### config.mk
export PLATFORM = sky130hd
export DESIGN_NAME = proj_slot_scheduler
export DESIGN_NICKNAME = d
export VERILOG_FILES = /design/src/rtl/proj_slot_scheduler.sv
export SDC_FILE = /design/constraint.sdc
export NUM_CORES = 1
export LEC_CHECK = 0
export CORE_ASPECT_RATIO = 0.8
export CORE_MARGIN = 2
export CORE_UTILIZATION = 30
export DETAILED_ROUTE_END_ITERATION = 6
export DONT_BUFFER_PORTS = 1
export PLACE_DENSITY = 0.42
export SKIP_CTS_REPAIR_TIMING = 1
export SLEW_MARGIN = 40
export SYNTH_ARGS = -nofsm -noshare
export SYNTH_HDL_FRONTEND = slang
export SYNTH_SLANG_ARGS = --single-unit
### constraint.sdc
create_clock -name clk -period 2.7 [get_ports clk]
set_clock_uncertainty 0.1 [all_clocks]
set_input_delay 0.27 -clock clk [delete_from_list [all_inputs] [get_ports clk]]
set_output_delay 0.27 -clock clk [all_outputs]
set_load 0.02 [all_outputs]
### src/rtl/proj_slot_scheduler.sv
// Shared pool of on-screen projectile slots: arbitrates boss/player spawn requests,
// moves live shots on each step tick and retires them at the screen edges or on hit.
module proj_slot_scheduler #(
  parameter int unsigned SCREEN_H = 480,
  parameter int unsigned PROJ_H   = 8,
  parameter int unsigned STEP     = 4
) (
  input  logic        clk,
  input  logic        sw,
  input  logic        step_pulse,
  input  logic        boss_req,
  input  logic [9:0]  boss_x,
  input  logic [8:0]  boss_y,
  input  logic        player_req,
  input  logic [9:0]  player_x,
  input  logic [8:0]  player_y,
  input  logic [4:0]  hit_clr,
  output logic        boss_gnt,
  output logic        player_gnt,
  output logic [4:0]  slot_valid,
  output logic [4:0]  slot_owner,
  output logic [49:0] slot_x,
  output logic [44:0] slot_y,
  output logic        full,
  output logic [7:0]  drops
);

  localparam int unsigned N_SLOTS = 5;
  localparam int unsigned XW      = 10;
  localparam int unsigned YW      = 9;
  localparam int unsigned YEW     = YW + 1;
  localparam int unsigned IW      = 3;
  localparam int unsigned DW      = 8;

  localparam logic [YEW-1:0] Y_LIMIT = YEW'(SCREEN_H - PROJ_H);
  localparam logic [YEW-1:0] STEP_YE = YEW'(STEP);
  localparam logic [YW-1:0]  STEP_Y  = YW'(STEP);

  logic               pend_boss_q, pend_boss_d;
  logic               pend_player_q, pend_player_d;
  logic               rr_q, rr_d;                 // 0 = boss preferred, 1 = player preferred
  logic [XW-1:0]      boss_x_q, boss_x_d, player_x_q, player_x_d;
  logic [YW-1:0]      boss_y_q, boss_y_d, player_y_q, player_y_d;
  logic [N_SLOTS-1:0] valid_q, valid_d, owner_q, owner_d;
  logic [XW-1:0]      x_q [N_SLOTS];
  logic [XW-1:0]      x_d [N_SLOTS];
  logic [YW-1:0]      y_q [N_SLOTS];
  logic [YW-1:0]      y_d [N_SLOTS];
  logic               boss_gnt_q, boss_gnt_d, player_gnt_q, player_gnt_d;
  logic [DW-1:0]      drops_q, drops_d;

  logic               free_found;
  logic [IW-1:0]      free_idx;
  logic               win_boss, win_player;
  logic               drop_boss, drop_player;
  logic [DW:0]        drop_sum;

  // Lowest free slot, judged on registered valid so slots freed this edge wait a cycle
  always_comb begin
    free_found = 1'b0;
    free_idx   = IW'(0);
    for (int i = int'(N_SLOTS) - 1; i >= 0; i--) begin
      if (!valid_q[i]) begin
        free_found = 1'b1;
        free_idx   = IW'(i);
      end
    end
  end

  always_comb begin
    pend_boss_d   = pend_boss_q;
    pend_player_d = pend_player_q;
    rr_d          = rr_q;
    boss_x_d      = boss_x_q;
    boss_y_d      = boss_y_q;
    player_x_d    = player_x_q;
    player_y_d    = player_y_q;
    valid_d       = valid_q;
    owner_d       = owner_q;
    x_d           = x_q;
    y_d           = y_q;

    win_boss   = free_found && pend_boss_q && (!pend_player_q || !rr_q);
    win_player = free_found && pend_player_q && (!pend_boss_q || rr_q);
    if (free_found && pend_boss_q && pend_player_q) begin
      rr_d = ~rr_q;
    end

    if (win_boss)   pend_boss_d   = 1'b0;
    if (win_player) pend_player_d = 1'b0;

    // A request arriving while its requester is still pending is lost
    drop_boss   = boss_req && pend_boss_q;
    drop_player = player_req && pend_player_q;
    if (boss_req && !pend_boss_q) begin
      pend_boss_d = 1'b1;
      boss_x_d    = boss_x;
      boss_y_d    = boss_y;
    end
    if (player_req && !pend_player_q) begin
      pend_player_d = 1'b1;
      player_x_d    = player_x;
      player_y_d    = player_y;
    end
    drop_sum = {1'b0, drops_q} + (DW+1)'(drop_boss) + (DW+1)'(drop_player);
    drops_d  = drop_sum[DW] ? '1 : drop_sum[DW-1:0];

    // Hit retire beats movement; boss shots fall, player shots rise
    for (int i = 0; i < int'(N_SLOTS); i++) begin
      if (valid_q[i]) begin
        if (hit_clr[i]) begin
          valid_d[i] = 1'b0;
        end else if (step_pulse) begin
          if (!owner_q[i]) begin
            if (({1'b0, y_q[i]} + STEP_YE) > Y_LIMIT) valid_d[i] = 1'b0;
            else                                     y_d[i]     = y_q[i] + STEP_Y;
          end else begin
            if (y_q[i] < STEP_Y) valid_d[i] = 1'b0;
            else                 y_d[i]     = y_q[i] - STEP_Y;
          end
        end
      end
    end

    if (win_boss || win_player) begin
      valid_d[free_idx] = 1'b1;
      owner_d[free_idx] = win_player;
      x_d[free_idx]     = win_player ? player_x_q : boss_x_q;
      y_d[free_idx]     = win_player ? player_y_q : boss_y_q;
    end

    boss_gnt_d   = win_boss;
    player_gnt_d = win_player;
  end

  always_ff @(posedge clk or negedge sw) begin
    if (!sw) begin
      pend_boss_q   <= 1'b0;
      pend_player_q <= 1'b0;
      rr_q          <= 1'b0;
      boss_x_q      <= '0;
      boss_y_q      <= '0;
      player_x_q    <= '0;
      player_y_q    <= '0;
      valid_q       <= '0;
      owner_q       <= '0;
      boss_gnt_q    <= 1'b0;
      player_gnt_q  <= 1'b0;
      drops_q       <= '0;
      for (int i = 0; i < int'(N_SLOTS); i++) begin
        x_q[i] <= '0;
        y_q[i] <= '0;
      end
    end else begin
      pend_boss_q   <= pend_boss_d;
      pend_player_q <= pend_player_d;
      rr_q          <= rr_d;
      boss_x_q      <= boss_x_d;
      boss_y_q      <= boss_y_d;
      player_x_q    <= player_x_d;
      player_y_q    <= player_y_d;
      valid_q       <= valid_d;
      owner_q       <= owner_d;
      boss_gnt_q    <= boss_gnt_d;
      player_gnt_q  <= player_gnt_d;
      drops_q       <= drops_d;
      for (int i = 0; i < int'(N_SLOTS); i++) begin
        x_q[i] <= x_d[i];
        y_q[i] <= y_d[i];
      end
    end
  end

  always_comb begin
    slot_x = '0;
    slot_y = '0;
    for (int i = 0; i < int'(N_SLOTS); i++) begin
      slot_x[XW*i +: XW] = x_q[i];
      slot_y[YW*i +: YW] = y_q[i];
    end
  end

  assign boss_gnt   = boss_gnt_q;
  assign player_gnt = player_gnt_q;
  assign slot_valid = valid_q;
  assign slot_owner = owner_q;
  assign full       = &valid_q;
  assign drops      = drops_q;

endmodule
# After elaboration in Yosys (flattened, before gate mapping)
# Cells that the tools add are included.
totals:
  regBits: 156
  in_bits: 48
  out_inout_bits: 116
  word_cells: 164
classes:
  add_sub_neg: 17
  n_lt_le_gt_ge: 14
  n_mux: 88
  n_bitwise: 3
  n_reduce_logical: 20
ops:
  columns: ["cell", "count"]
  rows:
  - ["$mux 9", 32]
  - ["$add 9x3->10 const B", 5]
  - ["$bwmux 50", 1]
  - ["$gt 10x9->1 const B", 5]
  - ["$add 9x3->9 const B", 5]
  - ["$bwmux 45", 1]
  - ["$lt 9x3->1 const B", 5]
  - ["$mux 45", 1]
  - ["$sub 9x3->9 const B", 5]
  - ["$mux 1", 40]
  - ["$demux 10 s3", 1]
  - ["$demux 9 s3", 1]
  - ["$mux 10", 2]
  - ["$mux 3", 5]
  - ["$logic_and 1x1->1", 11]
  - ["$add 8x1->9", 1]
  - ["$add 9x1->9", 1]
  - ["$mux 8", 1]
  - ["$bwmux 5", 1]
  - ["$mux 5", 1]
  - ["$or 5x5->5", 1]
  - ["$reduce_and 5->1", 1]
  - ["$ge 4x4->1 const B", 1]
  - ["$lt 3x4->1 const B", 1]
  - ["8 further kinds", 13]

# Logic depth before layout (Yosys ltp)
depth:
  word_depth: 12
  mapped_depth: 9
  ltp_nobuf: 8

# Worst setup path after synthesis
# Ideal clock, no wire load.
synth_timing:
  path_type: "register -> register"
  start: "register y_q (netlist bit slot_y[11])"
  end: "register y_q (netlist bit slot_y[11])"
  setup_time_ps: 126
  t_arrival_ps: 2257
  required_ps: 2474
  setup_slack_ps: 217
  path_stages_with_launch: 10
  n_path_buf: 1
  period_less_slack_ps: 2483
  path_cell_list: "dfrtp_1 -> clkbuf_1 -> inv_1 -> ha_1 -> inv_1 -> a211o_1 -> a221oi_2 -> nor2_1 -> o211a_1 -> o311a_1"
synth_rtl:
  columns: ["item", "line_no", "source"]
  rows:
  - ["start, declared", "47", "logic [YW-1:0] y_q [N_SLOTS];"]
  - ["start signal, assigned by index", "169", "y_q[i] <= y_d[i];"]

==> results.cfg <==
[outcome]
status = finished with violations
failing_checks = hold timing

[power]
total_power_mw = 15.2
power.sequential.fraction = 0.352
ir_worst_vdd_uv = 578
power-per-cell-area_mw_per_mm2 = 1380
power.net_switching_mw = 7.53
power.switching_fraction = 0.494
p_clk_frac = 0.168
power_internal_mw = 7.70
power.leakage_nw = 4.69
power_frac_comb = 0.480

[placement]
pre_cts_ws_ps = 267
io_buffer_count = 0
detailed_place_hpwl_um = 22100
place_inst = 1418
place_congestion = 0.865
placed_area_mm2 = 0.00993

[clock_network]
worst_skew_pair.late_latency_ps = 440
cts.root.buffer_cell = clkbuf_16
cts_max_level = 4
cts.clk_slew.worst_paths_ps = 70
numClockSinks = 156
clock_tree.buffer_depth = 2
total_clock_buffers_created_by_cts = 17
tritoncts = yes

[synth]
ys.warnings.count = 0
syn_nets = 1065
ys_async_sr_fraction = 1.00
synth_top_area_frac = 0.431
synthesis.area_mm2 = 0.00906
synth_cell_types = 85
dominantRegCellSynth = dfrtp_1
cells_taking_the_most_area_after_synthesis = dfrtp_1 (43%), o21ai_0 (5.9%), mux2_2 (5.1%), nand2_1 (4.6%), mux2i_1 (3.2%)
syn-instance-count = 1000
post_synth.cell_area_avg_um2 = 9.06
synth_enable_flop_cells = 0
synth_sequential_area_ratio = 0.431
synth.ff_latch_count = 156
yosysTopAreaCell = dfrtp_1

[worst_setup_path]
critPathBufInv = 2
crit_start_category = flop
timing.critical_path.arrival_ps = 2720
rr_startpoint = slot_y[39]
reg2reg_capture_point = slot_y[41]
setup.reg_to_reg.worst_slack_ps = 250
worstPathCellList = inv_1, ha_1, inv_1, o311ai_0, nand4_1, a21boi_0, mux2_2, nor2_1
worst-setup-path-type = flop to flop
cp_top_family = compound AO/OA/AOI/OAI gates
critical_path.most_common_cell = inv_1
crit_path_end_kind = flop
slowest_stage = dfrtp_1
worst-endpoint-required_ps = 2970
worst_r2r_path_depth = 8
timing.critical_path.fanout_max = 10
max_stage_delay_ps = 510

[routing]
first_pass_iters = 5
detail_route.drc_violations = 0
avgViaCountPerCell = 5.29
drt-wirelength-per-cell_um = 20.9
ant_nets = 0
first_iter_violations = 597
routed-via-count = 7917
routed_wirelength_um = 31300

[sta]
clock.fmax_ghz = 0.408
final_worst_path_period_share = 0.908
rsz0062_at_grt = false
post-route-min-period_ps = 2450
worst_slew_margin_rel = 0.562
sum_neg_setup_slack_ps = 0
post_route_worst_hold_slack_ps = -569
setup_viols_final = 0
worst_pin_slew_ps = 656
finalHoldViolCount = 156
postLayoutSetupSlackWorst_ps = 247
slew_viol_final = 0

[final_layout]
finish.cell_count_without_fillers = 1496
finish.utilization = 0.373
final_area_mm2 = 0.0110
layout_area_growth_over_synthesis_pct = 21.5
fraction_of_final_layout_cells_sized_beyond_drive_strength_1 = 0.173
nNetsFinal = 1141

[global_routing]
grt_remaining_overflow = 0
initial_antenna_violation_count = 1
global_route_wire_length_before_repair_um = 47500
grt.total_usage = 0.198
via_count_of_the_first_global_routing_pass = 7489
grt_max_degree = 157

[floorplan]
placementRows = 56
fp.dieH_um = 159
initial_utilization = 0.307
io_pins = 164
die_area_mm2 = 0.0316
die_w_um = 198
floorplan.core_area_mm2 = 0.0295

[job]
maxCapViolations = 0

[min_path]
worstHoldPathType = primary input to asynchronous set/reset pin
cell families (layout without fill, tap and decap cells):
kind of cell             after synthesis  in the layout  share of synthesized area
multiplexers                          70             70                     0.0830
AND/OR/NAND/NOR                      329            329                      0.179
buffers and inverters                115            204                     0.0507
XOR/XNOR                              17             17                     0.0164
AO/OA/AOI/OAI                        295            295                      0.214
flip-flops                           156            156                      0.431
adder cells (fa/ha/maj)               18             18                     0.0254
other                                  0              1                          0
how the worst max path moves through the flow:
stage | from | endpoint | depth (start not counted)
floorplan | slot_y[11] | slot_y[11] | 9
global placement | slot_y[39] | slot_y[41] | 8
detailed placement | slot_y[3] | slot_y[2] | 8
CTS | slot_y[38] | slot_y[41] | 7
global route | slot_y[38] | slot_y[41] | 7
finish | slot_y[39] | slot_y[41] | 8
layer usage:
metal  up-vias  wire [µm]  GRT usage  part of all wire
li1       3805          -          -                 -
met1      3832      15000      0.285              0.48
met2       261      13600      0.281              0.44
met3        19       2330     0.0705             0.075
met4         0        336     0.0437             0.011
met5         -          0          0                 0
synth_stat cells, types with 4 or more instances:
master / instances
nor2b_1: 9
o21a_1: 7
o311ai_0: 6
nand2_1: 110
clkbuf_1: 53
o31ai_1: 8
dfrtp_1: 156
mux2_2: 41
and2_1: 6
xor2_1: 8
nand3b_1: 4
or3_1: 11
nand3_1: 39
and3_1: 17
o22ai_1: 10
a211oi_1: 9
a21oi_1: 48
a31oi_1: 20
a211o_1: 4
xnor2_1: 9
nor3b_1: 4
nor3_1: 24
buf_2: 14
o21ai_0: 107
nand2b_1: 4
o211ai_1: 11
a21boi_0: 4
mux2i_1: 29
nor4_1: 6
ha_1: 16
inv_1: 40
nand4_1: 11
nor2_1: 64
a41oi_1: 6
o221ai_1: 4
registers in the layout (all words and copies together) (netlist names):
signal,count
slot_x,50
rr_q,1
pend_boss_q,1
player_x_q,10
drops,8
boss_gnt,1
boss_y_q,9
pend_player_q,1
player_gnt,1
boss_x_q,10
slot_owner,5
slot_valid,5
slot_y,45
player_y_q,9
power by group through the flow:
| stage | Clock (mW) | Sequential, mW | Combinational (mW) |
|---|---|---|---|
| after floorplan | 0 | 5.07 | 4.66 |
| after global placement | 0 | 5.42 | 7.33 |
| after detailed placement | 0 | 5.41 | 7.30 |
| after CTS | 2.64 | 5.37 | 7.32 |
| after global routing | 2.72 | 5.56 | 8.11 |
| final | 2.56 | 5.36 | 7.32 |
layout make-up:
class	instances	area [µm²]
Timing Repair Buffer	131	1110
Fill cell	2991	18500
Inverter	41	154
Sequential cell	156	3910
Antenna cell	1	2.50
Tap cell	406	508
Multi-Input combinational cell	729	4710
Clock inverter	15	195
Clock buffer	17	425
cell usage in the layout (no fill, tap or decap), types with 6 or more instances in the layout:
cell type      netlist  final
dfrtp_1            156    154
nand2_1            110    110
o21ai_0            107    107
buf_4                2     85
nor2_1              64     64
a21oi_1             48     48
dlygate4sd3_1        0     45
mux2_2              41     41
inv_1               40     40
nand3_1             39     39
mux2i_1             29     29
nor3_1              24     24
a31oi_1             20     20
and3_1              17     17
clkbuf_16            0     17
ha_1                16     16
nand4_1             11     11
o211ai_1            11     11
or3_1               11     10
o22ai_1             10     10
xnor2_1              9      9
a211oi_1             9      9
xor2_1               8      8
o31ai_1              8      8
nor2b_1              9      7
o21a_1               7      7
and2_1               6      6
a41oi_1              6      6
nor4_1               6      6
o311ai_0             6      6
inv_8                0      6
(Power assumes the default switching activity.)
